[src/rtl/coin_start_seq.sv]
// coin_start_seq
// Conditions raw start/coin levels for the arcade core: each input is
// synchronised and debounced, and a rising debounced edge plays out a timed
// sequence of coin pulse(s), an idle gap, then the matching start pulse.
// Outputs are active-high; the top level inverts them into in0/in1.

module coin_start_seq #(
  parameter int unsigned DEBOUNCE    = 4096,
  parameter int unsigned COIN_PULSE  = 49152,
  parameter int unsigned COIN_GAP    = 49152,
  parameter int unsigned START_PULSE = 49152
) (
  input  logic CLK,
  input  logic RESET,
  input  logic ENA,
  input  logic I_START1,
  input  logic I_START2,
  input  logic I_COIN,
  output logic O_COIN,
  output logic O_START1,
  output logic O_START2,
  output logic O_BUSY
);

  // Channel order used throughout: 0 = start1, 1 = start2, 2 = coin.
  localparam int NCH = 3;
  localparam int CH_START1 = 0;
  localparam int CH_START2 = 1;
  localparam int CH_COIN   = 2;

  localparam logic [15:0] DEB_LIMIT   = 16'(DEBOUNCE);
  localparam logic [15:0] COIN_TICKS  = 16'(COIN_PULSE);
  localparam logic [15:0] GAP_TICKS   = 16'(COIN_GAP);
  localparam logic [15:0] START_TICKS = 16'(START_PULSE);

  typedef enum logic [2:0] {
    ST_IDLE,
    ST_COIN,
    ST_GAP,
    ST_START,
    ST_RELEASE
  } state_t;

  typedef enum logic [1:0] {
    SEL_NONE,
    SEL_1P,
    SEL_2P
  } sel_t;

  logic [NCH-1:0] raw_in;
  logic [NCH-1:0] deb_level;
  logic [NCH-1:0] deb_rise;

  assign raw_in = {I_COIN, I_START2, I_START1};

  // ---------------------------------------------------------------------
  // Per-input conditioning: 2-flop synchroniser, debounce counter and a
  // delayed copy of the debounced level for rising-edge detection.
  // ---------------------------------------------------------------------
  generate
    for (genvar gi = 0; gi < NCH; gi++) begin : gen_ch
      logic        sync1_reg;
      logic        sync2_reg;
      logic        deb_reg;
      logic        deb_d_reg;
      logic [15:0] deb_cnt_reg;

      // Synchronise, then accept a new level only after it has held for
      // DEB_LIMIT enabled ticks; any return to the accepted level restarts.
      always_ff @(posedge CLK or posedge RESET) begin
        if (RESET) begin
          sync1_reg   <= 1'b0;
          sync2_reg   <= 1'b0;
          deb_reg     <= 1'b0;
          deb_d_reg   <= 1'b0;
          deb_cnt_reg <= '0;
        end else begin
          sync1_reg <= raw_in[gi];
          sync2_reg <= sync1_reg;
          deb_d_reg <= deb_reg;
          if (sync2_reg == deb_reg) begin
            deb_cnt_reg <= '0;
          end else if (deb_cnt_reg == DEB_LIMIT) begin
            deb_reg     <= sync2_reg;
            deb_cnt_reg <= '0;
          end else if (ENA) begin
            deb_cnt_reg <= deb_cnt_reg + 16'd1;
          end
        end
      end

      assign deb_level[gi] = deb_reg;
      assign deb_rise[gi]  = deb_reg & ~deb_d_reg;
    end
  endgenerate

  // ---------------------------------------------------------------------
  // Sequencer
  // ---------------------------------------------------------------------
  state_t      state_reg;
  sel_t        sel_reg;
  logic [1:0]  coins_reg;
  logic [15:0] tick_reg;
  logic        coin_out_reg;
  logic        start1_out_reg;
  logic        start2_out_reg;
  logic        tick_expire;

  // A phase ends on the enabled tick that would take the counter from 1 to 0,
  // so a load of N lasts exactly N enabled ticks.
  assign tick_expire = (tick_reg == 16'd1) && ENA;

  // Single-process FSM: every transition also sets the outputs for the state
  // being entered, so outputs change on the same edge as the state.
  always_ff @(posedge CLK or posedge RESET) begin
    if (RESET) begin
      state_reg      <= ST_IDLE;
      sel_reg        <= SEL_NONE;
      coins_reg      <= 2'd0;
      tick_reg       <= '0;
      coin_out_reg   <= 1'b0;
      start1_out_reg <= 1'b0;
      start2_out_reg <= 1'b0;
    end else begin
      case (state_reg)
        ST_IDLE: begin
          // 2P has priority so simultaneous start edges give the 2P credit.
          if (deb_rise[CH_START2]) begin
            coins_reg      <= 2'd2;
            sel_reg        <= SEL_2P;
            state_reg      <= ST_COIN;
            tick_reg       <= COIN_TICKS;
            coin_out_reg   <= 1'b1;
            start1_out_reg <= 1'b0;
            start2_out_reg <= 1'b0;
          end else if (deb_rise[CH_START1]) begin
            coins_reg      <= 2'd1;
            sel_reg        <= SEL_1P;
            state_reg      <= ST_COIN;
            tick_reg       <= COIN_TICKS;
            coin_out_reg   <= 1'b1;
            start1_out_reg <= 1'b0;
            start2_out_reg <= 1'b0;
          end else if (deb_rise[CH_COIN]) begin
            coins_reg      <= 2'd1;
            sel_reg        <= SEL_NONE;
            state_reg      <= ST_COIN;
            tick_reg       <= COIN_TICKS;
            coin_out_reg   <= 1'b1;
            start1_out_reg <= 1'b0;
            start2_out_reg <= 1'b0;
          end
        end

        ST_COIN: begin
          if (tick_expire) begin
            coins_reg    <= coins_reg - 2'd1;
            state_reg    <= ST_GAP;
            tick_reg     <= GAP_TICKS;
            coin_out_reg <= 1'b0;
          end else if (ENA) begin
            tick_reg <= tick_reg - 16'd1;
          end
        end

        ST_GAP: begin
          if (tick_expire) begin
            if (coins_reg != 2'd0) begin
              state_reg    <= ST_COIN;
              tick_reg     <= COIN_TICKS;
              coin_out_reg <= 1'b1;
            end else if (sel_reg == SEL_1P) begin
              state_reg      <= ST_START;
              tick_reg       <= START_TICKS;
              start1_out_reg <= 1'b1;
            end else if (sel_reg == SEL_2P) begin
              state_reg      <= ST_START;
              tick_reg       <= START_TICKS;
              start2_out_reg <= 1'b1;
            end else begin
              state_reg <= ST_RELEASE;
            end
          end else if (ENA) begin
            tick_reg <= tick_reg - 16'd1;
          end
        end

        ST_START: begin
          if (tick_expire) begin
            state_reg      <= ST_RELEASE;
            start1_out_reg <= 1'b0;
            start2_out_reg <= 1'b0;
          end else if (ENA) begin
            tick_reg <= tick_reg - 16'd1;
          end
        end

        ST_RELEASE: begin
          // Wait for every button to be let go so a held key cannot retrigger.
          if (deb_level == '0) begin
            state_reg <= ST_IDLE;
          end
        end

        default: begin
          state_reg      <= ST_IDLE;
          coin_out_reg   <= 1'b0;
          start1_out_reg <= 1'b0;
          start2_out_reg <= 1'b0;
        end
      endcase
    end
  end

  assign O_COIN   = coin_out_reg;
  assign O_START1 = start1_out_reg;
  assign O_START2 = start2_out_reg;
  assign O_BUSY   = (state_reg != ST_IDLE);

endmodule
[config.mk]
export PLATFORM = sky130hd
export DESIGN_NAME = coin_start_seq
export DESIGN_NICKNAME = d
export VERILOG_FILES = /design/src/rtl/coin_start_seq.sv
export SDC_FILE = /design/constraint.sdc
export NUM_CORES = 1
export LEC_CHECK = 0
export ABC_AREA = 1
export CAP_MARGIN = 20
export CORE_ASPECT_RATIO = 0.5
export CORE_MARGIN = 2
export CORE_UTILIZATION = 63
export DETAILED_ROUTE_END_ITERATION = 12
export GPL_TIMING_DRIVEN = 0
export PLACE_DENSITY = 0.81
export SYNTH_ARGS = -nofsm -noshare
export SYNTH_HDL_FRONTEND = slang
export SYNTH_SLANG_ARGS = --single-unit
[constraint.sdc]
create_clock -name CLK -period 3.9 [get_ports CLK]
set_input_delay 0.78 -clock CLK [delete_from_list [all_inputs] [get_ports CLK]]
set_output_delay 0.78 -clock CLK [all_outputs]
set_load 0.005 [all_outputs]
==> impl_metrics.env, run 1 <==
export IMPL_dpl_cell_count=815
export IMPL_grt_pass1_vias=3879
export IMPL_vias_per_cell=5.43
export IMPL_multiInputGateArea_um2=2440
export IMPL_rows=23
export IMPL_r2r_start="gen_ch[2].deb_cnt_reg[2]"
export IMPL_slew_limit_headroom_pct=58.7
export IMPL_drive_gt1_share_pct=8.07
export IMPL_cts_hold_buf=0
export IMPL_critical_path_max_stage_delay_ns=0.69
export IMPL_leakagePower_nw=2.64
export IMPL_drt_initial_drc_count=437
export IMPL_num_fill_cells=653
export IMPL_worstPathCellList="clkdlybuf4s50_1 > inv_2 > nor2_1 > and2_1 > nand2_1 > nor2_1 > nand4_1 > nand2_1 > nand2_1 > nor2_1"
export IMPL_asyncSetResetFlopFracSynth_pct=100
export IMPL_rsz0062_at_grt="false"
export IMPL_stdcell_area_um2=5670
export IMPL_cp_startpoint="ENA"
export IMPL_dp_final_hpwl_um=7760
export IMPL_r2r_end="gen_ch[2].deb_cnt_reg[10]"
export IMPL_min_period_over_period_pct=60.3
export IMPL_ir_drop_v=0.000234
export IMPL_total_power_w=0.00191
export IMPL_clkTransAtPathRegs_ns=0.06
export IMPL_synth_distinct_cells=40
export IMPL_place_area_um2=5350
export IMPL_synthFlopType="dfrtp_1"
export IMPL_clock_root_buffer="clkbuf_16"
export IMPL_fp_coreArea_um2=7910
export IMPL_grt_max_degree=47
export IMPL_drc=0
export IMPL_numClockSinks=86
export IMPL_routabilityCongestion=0.960
export IMPL_ios=10
export IMPL_powerDensity_nw_per_um2=337
export IMPL_htreeDepth=3
export IMPL_worst_r2r_setup_slack_ns=2.05
export IMPL_finalHoldViolations=0
export IMPL_cp_end_kind="flip-flop"
export IMPL_crit_path_end="tick_reg[11]"
export IMPL_cts_repair_resized=0
export IMPL_nets=731
export IMPL_drv_slew=0
export IMPL_status="finished clean"
export IMPL_die_w_um=131
export IMPL_arrival_ns=2.62
export IMPL_numCtsBuffers=9
export IMPL_syn_avg_cell_area_um2=7.34
export IMPL_wl_um=10800
export IMPL_grt_ovfl_total=0
export IMPL_cts_setup_buffers=0
export IMPL_finalSetupTns_ns=0
export IMPL_ys_ff_latch=86
export IMPL_maxCapViolCount=0
export IMPL_insertion_delay_ns=0.34
export IMPL_ff_latch_area_um2=2150
export IMPL_die_height_um=67.6
export IMPL_skew_ns=0.00606
export IMPL_worstPathMaxFanout=6
export IMPL_port_buffers=9
export IMPL_synth_edff_count=0
export IMPL_grt_pass1_wl_um=17800
export IMPL_crit_type="primary input to flip-flop"
export IMPL_rr_worst_depth=5
export IMPL_clk_path_buf_depth=2
export IMPL_drt_pass1_iter_count=5
export IMPL_dieArea_um2=8860
export IMPL_antenna_found_initial=0
export IMPL_slowest_stage="clkdlybuf4s50_1"
export IMPL_fmax_ghz=0.425
export IMPL_synth_warnings=0
export IMPL_synth_area_um2=5090
export IMPL_ys_seq_area_share_pct=42.3
export IMPL_area_growth_synth_to_final_pct=11.5
export IMPL_post_route_min_period_ns=2.35
export IMPL_tightest_slew_ns=0.615
export IMPL_worstPathRequired_ns=4.17
export IMPL_wl_per_cell_um=12.9
export IMPL_largest_register_ffs=48
export IMPL_start_util_pct=64.3
export IMPL_syn_inst=693
export IMPL_finalSetupViolCount=0
export IMPL_final_cells=831
export IMPL_synth_nets=710
export IMPL_antenna_cells=0
export IMPL_hold_class="flip-flop to flip-flop"
export IMPL_dr_total_vias=4513
export IMPL_cts_tree="built"
export IMPL_grt_use_total_pct=25.4
export IMPL_ant_nets=0
export IMPL_critPathLaunchType="primary input"
cell families (layout without fill, tap and decap cells):
group | count (synthesis) | after routing | share of synthesized area [%]
and+or+nand+nor | 394 | 394 | 35.2
buffers and inverters | 121 | 147 | 9.66
DFF | 86 | 86 | 42.3
AOI/OAI and AO/OA | 61 | 61 | 6.49
xor gates and xnor gates | 18 | 18 | 3.25
adders and majority gates | 11 | 11 | 2.70
muxes | 2 | 2 | 0.443
layer usage:
| layer | GRT usage, % | vias up | wire, um | share of wire, % |
|---|---|---|---|---|
| li1 | - | 2263 | - | - |
| met4 | 7.34 | 0 | 129 | 1.2 |
| met1 | 34.0 | 2102 | 5240 | 49 |
| met5 | 0 | - | 0 | 0 |
| met2 | 42.6 | 130 | 4830 | 45 |
| met3 | 5.63 | 18 | 556 | 5.2 |
synth_stat cells, types with 2 or more instances:
master      n  area [um2]
a21oi_1    12        60.1
buf_2       5        25.0
dfrtp_1    86        2150
ha_1       11         138
inv_1     109         409
inv_2       3        11.3
mux2_2      2        22.5
nand2_1   140         526
nand2_2     4        25.0
nand3_1    44         220
nand3_2     2        20.0
nand4_1    33         206
nor2_1    108         405
nor2_2      9        56.3
nor2_4      2        22.5
nor3_1     33         165
nor3b_1     6        45.0
nor4_1      5        31.3
o211ai_1    3        22.5
o21ai_0    35         175
o21ai_1     4        20.0
o22ai_1     2        12.5
or2_2       3        18.8
xnor2_1     2        17.5
xor2_1     15         131
worst max-delay path: cells and delay by family:
kind | cells | cell delay [ns]
buffers and inverters | 2 | 0.81
AND/OR/NAND/NOR | 8 | 1.04
how the worst min path moves through the flow:
stage,cells after the start,from,slack [ns],endpoint
global placement,0,gen_ch[1].sync1_reg,0.33,gen_ch[1].sync2_reg
floorplan,0,gen_ch[0].sync1_reg,0.33,gen_ch[0].sync2_reg
finish,0,gen_ch[2].sync1_reg,0.35,gen_ch[2].sync2_reg
global route,0,gen_ch[0].sync1_reg,0.36,gen_ch[0].sync2_reg
CTS,0,gen_ch[2].sync1_reg,0.35,gen_ch[2].sync2_reg
detailed placement,0,gen_ch[2].sync1_reg,0.34,gen_ch[2].sync2_reg
cells in the final DEF (no fill, tap or decap), types with 4 or more instances in the layout:
| master | netlist | routed |
|---|---|---|
| clkbuf_16 | 0 | 9 |
| dfrtp_1 | 86 | 86 |
| nor2_1 | 108 | 108 |
| xor2_1 | 15 | 15 |
| o21ai_0 | 35 | 35 |
| inv_1 | 109 | 108 |
| nand3_1 | 44 | 44 |
| nand2_2 | 4 | 4 |
| nand2_1 | 140 | 140 |
| buf_2 | 5 | 5 |
| ha_1 | 11 | 11 |
| nor2_2 | 9 | 9 |
| nor4_1 | 5 | 5 |
| o21ai_1 | 4 | 4 |
| clkdlybuf4s50_1 | 0 | 9 |
| nand4_1 | 33 | 33 |
| a21oi_1 | 12 | 12 |
| nor3b_1 | 6 | 6 |
| nor3_1 | 33 | 33 |
through the flow:
stage / worst slack [ns] / hold slack, ns / util (%)
2_1_floorplan: 0.898 / 0.331 / -
3_3_place_gp: -0.437 / 0.334 / 67.2
3_5_place_dp: 1.20 / 0.341 / 67.6
4_1_cts: 1.54 / 0.355 / 71.7
5_1_grt: 1.38 / 0.362 / 71.7
6_report: 1.55 / 0.355 / 71.7
power breakdown:
group | total [W] | switching [W] | internal (W)
clock | 0.000924 | 0.000348 | 0.000576
combinational | 0.0000808 | 0.0000565 | 0.0000242
sequential | 0.000907 | 0.00000621 | 0.000901
layout make-up:
| type | instances | share of cell area, % |
|---|---|---|
| tap | 112 | 2.47 |
| buffer | 9 | 1.26 |
| clock buffer | 10 | 4.21 |
| multi-input combinational | 486 | 43.1 |
| clock inverter | 6 | 1.50 |
| sequential | 86 | 37.9 |
| timing repair buffer | 10 | 2.07 |
| inverter | 112 | 7.45 |
(Power assumes the default switching activity.)
==> run 2: changes to the inputs <==
clock period = 2.4 ns   (was 3.9 ns; I/O delays follow)
==> impl_metrics.env, run 2 (same netlist as run 1, synthesis figures left out) <==
export IMPL_cts_repair_resized=0
export IMPL_num_fill_cells=639
export IMPL_slew_limit_headroom_pct=42.9
export IMPL_nets=732
export IMPL_dp_final_hpwl_um=7970
export IMPL_rsz0062_at_grt="false"
export IMPL_grt_ovfl_total=0
export IMPL_fmax_ghz=0.478
export IMPL_min_period_over_period_pct=87.2
export IMPL_clkTransAtPathRegs_ns=0.06
export IMPL_rows=23
export IMPL_ir_drop_v=0.000424
export IMPL_die_height_um=67.6
export IMPL_maxCapViolCount=0
export IMPL_dieArea_um2=8860
export IMPL_leakagePower_nw=2.65
export IMPL_fp_coreArea_um2=7910
export IMPL_worstPathRequired_ns=2.64
export IMPL_top_usage_layer="met2"
export IMPL_crit_type="primary input to flip-flop"
export IMPL_status="finished clean"
export IMPL_die_w_um=131
export IMPL_grt_pass1_wl_um=18900
export IMPL_finalSetupViolCount=0
export IMPL_finalSetupTns_ns=0
export IMPL_mostFrequentLayoutCells="140 x nand2_1, 108 x inv_1, 108 x nor2_1"
export IMPL_dpl_worst_slack_ns=-0.0121
export IMPL_antenna_found_initial=0
export IMPL_drt_initial_drc_count=467
export IMPL_worstPathMaxFanout=8
export IMPL_dr_total_vias=4593
export IMPL_wl_um=11200
export IMPL_finalHoldViolations=0
export IMPL_critPathLaunchType="primary input"
export IMPL_grt_pass1_vias=4088
export IMPL_cp_end_kind="flip-flop"
export IMPL_powerDensity_nw_per_um2=548
export IMPL_cts_setup_buffers=0
export IMPL_final_common_cell="nand2_1"
export IMPL_drt_pass1_iter_count=5
export IMPL_grtUsageMet1_pct=35.5
export IMPL_ant_nets=0
export IMPL_met2_usage_pct=44.6
export IMPL_clock_root_buffer="clkbuf_16"
export IMPL_fin_util_pct=71.9
export IMPL_vias_per_cell=5.52
export IMPL_grt_max_degree=40
export IMPL_cts_hold_buf=0
export IMPL_post_route_min_period_ns=2.09
export IMPL_area_growth_synth_to_final_pct=11.8
export IMPL_drv_slew=0
export IMPL_wl_per_cell_um=13.5
export IMPL_total_power_w=0.00312
export IMPL_insertion_delay_ns=0.35
export IMPL_numCtsBuffers=9
export IMPL_ios=10
export IMPL_routabilityCongestion=0.932
export IMPL_tightest_slew_ns=0.855
export IMPL_drc=0
export IMPL_hold_class="flip-flop to flip-flop"
export IMPL_grt_use_met3_pct=7.06
export IMPL_skew_ns=0.00673
export IMPL_layout_setup_ws_ns=0.307
export IMPL_drive_gt1_share_pct=7.92
export IMPL_grt_use_total_pct=27.1
export IMPL_cts_tree="built"
export IMPL_largest_register_ffs=48
export IMPL_port_buffers=9
export IMPL_antenna_cells=0
export IMPL_htreeDepth=3
export IMPL_start_util_pct=64.3
export IMPL_arrival_ns=2.33
export IMPL_clk_path_buf_depth=2
export IMPL_numClockSinks=86
[run 2: layer usage]
layer	routed length [um]	share of wire, %
met5	0	0
met4	153	1.4
met3	739	6.6
met2	5100	45
met1	5230	47
[run 2: through the flow]
stage | cells | instance area (um2) | hold WS [ns]
finish | 832 | 5690 | 0.348
global placement | 814 | 5320 | 0.333
detailed placement | 816 | 5370 | 0.335
floorplan | 693 | 5090 | 0.331
CTS | 832 | 5690 | 0.349
global route | 832 | 5690 | 0.354
[run 2: final timing paths]
kind,startpoint,to,slack (ns),cells after the start
max,ENA,tick_reg[3],0.31,10
min,gen_ch[1].sync1_reg,gen_ch[1].sync2_reg,0.35,0
max reg2reg,gen_ch[2].deb_cnt_reg[2],gen_ch[2].deb_cnt_reg[8],0.50,5
min reg2reg,gen_ch[1].sync1_reg,gen_ch[1].sync2_reg,0.35,0
max in group asynchronous,RESET,gen_ch[2].deb_cnt_reg[8],0.97,4
min in group asynchronous,RESET,gen_ch[2].deb_reg,0.65,2
[run 2: power by group]
part	internal [W]	total, W	switching [W]
clock network	0.000937	0.00151	0.000569
registers	0.00146	0.00147	0.00000956
logic	0.0000429	0.000138	0.0000952
[run 2: area by class of cell]
| cell class | instances | area (um2) | share of cell area (%) |
|---|---|---|---|
| inverter | 112 | 424 | 7.46 |
| sequential | 86 | 2150 | 37.8 |
| clock buffer | 12 | 246 | 4.33 |
| tap | 112 | 140 | 2.46 |
| clock inverter | 4 | 70.1 | 1.23 |
| buffer | 9 | 71.3 | 1.25 |
| timing repair buffer | 11 | 138 | 2.42 |
| multi-input combinational | 486 | 2440 | 43.0 |
[run 2: worst max-delay path: stages]
cell and delay, ns:
clkdlybuf4s50_1 0.69, nand4_1 0.14, nor2_1 0.19, nand2_1 0.15
nand2_1 0.14, nand2_2 0.10, nor2_4 0.17, inv_2 0.12
nand2_1 0.09, nor2_1 0.04
==> run 3: changes to the inputs <==
CELL_PAD_IN_SITES_DETAIL_PLACEMENT = 1   (was not set)
CELL_PAD_IN_SITES_GLOBAL_PLACEMENT = 2   (was not set)
CORE_UTILIZATION = 37   (was 63)
GPL_TIMING_DRIVEN = 1   (was 0)
==> impl_metrics.env, run 3 (same netlist as run 1, synthesis figures left out) <==
export IMPL_grt_pass1_vias=4752
export IMPL_post_route_min_period_ns=2.08
export IMPL_largest_register_ffs=48
export IMPL_cp_end_kind="output port"
export IMPL_min_period_over_period_pct=86.7
export IMPL_pwr_share_clk_pct=48.8
export IMPL_met2_usage_pct=33.9
export IMPL_stdcell_area_um2=5780
export IMPL_cts_tree="built"
export IMPL_arrival_ns=1.60
export IMPL_vias_per_cell=5.02
export IMPL_tightest_slew_ns=0.609
export IMPL_worstPathRequired_ns=1.92
export IMPL_ir_drop_v=0.000268
export IMPL_power_internal_w=0.00245
export IMPL_dp_final_hpwl_um=9900
export IMPL_status="finished clean"
export IMPL_clk_path_buf_depth=2
export IMPL_dieArea_um2=14800
export IMPL_numClockSinks=86
export IMPL_finalSetupViolCount=0
export IMPL_p_seq_share_pct=46.8
export IMPL_fmax_ghz=0.481
export IMPL_p_sw_share_pct=22.3
export IMPL_rsz0062_at_grt="false"
export IMPL_skew_ns=0.00936
export IMPL_critPathLaunchType="flip-flop"
export IMPL_dr_total_vias=4497
export IMPL_antenna_cells=0
export IMPL_grtUsageMet1_pct=25.9
export IMPL_final_common_cell="nand2_1"
export IMPL_numCtsBuffers=9
export IMPL_start_util_pct=37.8
export IMPL_net_switching_power_w=0.000703
export IMPL_rows=30
export IMPL_powerDensity_nw_per_um2=545
export IMPL_leakagePower_nw=2.64
export IMPL_grt_max_degree=37
export IMPL_drt_pass1_iter_count=4
export IMPL_grt_use_total_pct=19.7
export IMPL_ios=10
export IMPL_finalHoldViolations=0
export IMPL_wl_per_cell_um=14.6
export IMPL_mostFrequentLayoutCells="140 x nand2_1, 108 x inv_1, 108 x nor2_1"
export IMPL_slew_limit_headroom_pct=59.3
export IMPL_place_area_um2=5450
export IMPL_combPwrFrac_pct=4.4
export IMPL_area_growth_synth_to_final_pct=13.5
export IMPL_die_height_um=86.9
export IMPL_antenna_found_initial=0
export IMPL_clock_root_buffer="clkbuf_16"
export IMPL_hold_class="flip-flop to flip-flop"
export IMPL_grt_ovfl_total=0
export IMPL_grt_pass1_wl_um=23000
export IMPL_maxCapViolCount=0
export IMPL_routabilityCongestion=0.809
export IMPL_cts_setup_buffers=0
export IMPL_drive_gt1_share_pct=8.06
export IMPL_num_fill_cells=1700
export IMPL_cts_hold_buf=0
export IMPL_port_buffers=9
export IMPL_total_power_w=0.00315
export IMPL_fp_coreArea_um2=13500
export IMPL_clkTransAtPathRegs_ns=0.07
export IMPL_drt_initial_drc_count=171
export IMPL_drv_slew=0
export IMPL_insertion_delay_ns=0.34
export IMPL_die_w_um=170
export IMPL_htreeDepth=3
export IMPL_worstPathMaxFanout=8
export IMPL_cts_repair_resized=0
export IMPL_crit_type="flip-flop to output port"
export IMPL_grt_use_met3_pct=4.27
export IMPL_drc=0
export IMPL_wl_um=13100
export IMPL_ant_nets=0
export IMPL_nets=732
export IMPL_top_usage_layer="met2"
run 3: routing by layer:
layer	share of wire, %	vias up	routed length (um)
met5	0	-	0
met4	0.60	0	78
met3	2.2	7	291
met2	47	37	6080
met1	51	2182	6620
li1	-	2271	-
run 3: critical path: stages (launching register included):
cell             delay, ns
dfrtp_1               0.47
nor2_2                0.22
nand2_2               0.12
clkdlybuf4s50_1       0.46
run 3: final timing paths:
path | start | end | slack [ns] | cells after the start
worst max-delay path | state_reg[0] | O_BUSY | 0.32 | 3
worst min-delay path | gen_ch[0].sync1_reg | gen_ch[0].sync2_reg | 0.35 | 0
worst max register to register | coins_reg[0] | tick_reg[3] | 0.55 | 11
min in group asynchronous | RESET | gen_ch[1].deb_cnt_reg[15] | 0.56 | 2
worst min register to register | gen_ch[0].sync1_reg | gen_ch[0].sync2_reg | 0.35 | 0
max in group asynchronous | RESET | gen_ch[2].deb_cnt_reg[7] | 1.26 | 3
run 3: final cells by class:
class	count	area, um2	share of cell area (%)
timing repair buffer	20	210	3.64
clock inverter	5	82.6	1.43
multi-input combinational	486	2440	42.3
inverter	112	424	7.34
tap	176	220	3.81
sequential	86	2150	37.3
clock buffer	11	243	4.20
run 3: stage by stage:
stage,worst slack (ns),util [%],setup TNS [ns],instances,hold WS [ns]
after detailed placement,-0.0212,40.5,-0.0703,880,0.338
after global placement,0.0166,40.5,0,880,0.335
after CTS,0.309,42.9,0,896,0.353
final,0.320,42.9,0,896,0.352
after floorplan,0.819,-,0,693,0.331
after global routing,0.157,42.9,0,896,0.369
run 3: power by group through the flow:
stage	registers (W)	clock network, W	logic (W)
2_1_floorplan	0.00150	0	0.0000864
3_3_place_gp	0.00150	0	0.000141
3_5_place_dp	0.00150	0	0.000143
4_1_cts	0.00147	0.00158	0.000144
5_1_grt	0.00147	0.00166	0.000159
6_report	0.00147	0.00154	0.000139
==> variant, RTL diff (flow settings as in run 3) <==
Reset style: synchronous (`RESET`), changed in 2 clocked blocks.
--- a/src/rtl/coin_start_seq.sv
+++ b/src/rtl/coin_start_seq.sv
@@ -67,7 +67,7 @@
 
       // Synchronise, then accept a new level only after it has held for
       // DEB_LIMIT enabled ticks; any return to the accepted level restarts.
-      always_ff @(posedge CLK or posedge RESET) begin
+      always_ff @(posedge CLK) begin
         if (RESET) begin
           sync1_reg   <= 1'b0;
           sync2_reg   <= 1'b0;
@@ -112,7 +112,7 @@
 
   // Single-process FSM: every transition also sets the outputs for the state
   // being entered, so outputs change on the same edge as the state.
-  always_ff @(posedge CLK or posedge RESET) begin
+  always_ff @(posedge CLK) begin
     if (RESET) begin
       state_reg      <= ST_IDLE;
       sel_reg        <= SEL_NONE;
Formal check against the unedited RTL: no difference found for any inputs over 10 cycles, from zero or initial values and one cycle with RESET high; that may be too few to reach the edited logic, so the function may still have changed.
==> variant against run 3 <==
- sequential cell count did not move
- worst setup slack improved by 78 ps
- synthesized area fell by 9.6%
- cell area fell by 9.4%
- routed wire length fell by 15%
- global-route usage fell by 2.0 points
- die area fell by 9.3%
- hold slack improved by 57 ps
Power is not compared: it rests on default switching activity, and its combinational part moved more than twofold at a synthesized area within 25%.
==> variant: results (changes against run 3) <==
Final layout
  – Final #Nets: 736 (was 732)
  – Storage cell area: 1722 µm² (was 2152 µm²)
  – Multi-input gate area: 2402 µm² (was 2445 µm²)
  – Clock buffers: 10 (was 11)
  – Clock network share of area: 0.05257 (was 0.05631)
  – Signal buffers: 23 (was 20)
  – Finished Layout Cells: 889 (was 896)
  – Share of layout cells above drive strength 1: 0.09945 (was 0.08056)

Critical path
  – CP delay by family, top: buffers and inverters (was flip-flops)
  – CP arrival: 1520 ps (was 1600 ps)

Global routing
  – Gr usage total: 0.1764 (was 0.1966)
  – Pin count of the biggest net entering global routing: 20 (was 37)
  – Vias in the first global route: 4181 (was 4752)

Detailed routing
  – Met2 wire len: 4.997 mm (was 6.082 mm)
  – DRT iter0 DRCs: 95 (was 171)
  – Routed length on met3: 260 µm (was 291 µm)

Run status
  – Outcome: finished clean (unchanged)

Logic synthesis
  – Cells after Synth: 694 (was 693)
  – Post-synthesis mux area share: 0 (was 0.004426)
  – Compound-cell area share of the yosys netlist: 0.07889 (was 0.06491)
  – Register area share after synthesis: 0.3743 (was 0.4229)
  – Adder-cell share of the synthesized area: 0.02992 (was 0.02705)

Placement
  – Post-Place Worst Slack: 89.18 ps (was -21.22 ps)
  – Gpl congestion: 0.8066 (was 0.8090)

Timing
  – Clock Skew: 7.456 ps (was 9.360 ps)
## variant: cell count changes in the layout (fill, tap and decap cells not counted), sizes merged, moves of 3 or more
cell | before | now
a21oi | 13 | 42
buf | 11 | 14
dfrtp | 86 | 0
dfxtp | 0 | 86
inv | 111 | 114
nand2 | 145 | 165
nand4 | 33 | 17
nor2 | 119 | 131
nor3 | 34 | 26
o211ai | 3 | 0
o21ai | 40 | 20
xnor2 | 2 | 5
xor2 | 16 | 3
## variant: final timing paths
check | slack [ps] | cells after the start | to | start
hold / removal | 410 | 2 | gen_ch[0].sync2_reg | gen_ch[0].sync1_reg
setup / recovery | 400 | 3 | O_BUSY | state_reg[2]
setup reg to reg | 470 | 10 | tick_reg[0] | sel_reg[0]
hold reg to reg | 410 | 2 | gen_ch[0].sync2_reg | gen_ch[0].sync1_reg
## variant: power breakdown
part,switching [µW],internal [µW]
registers,116,1550
logic,1170,594
clock network,615,710
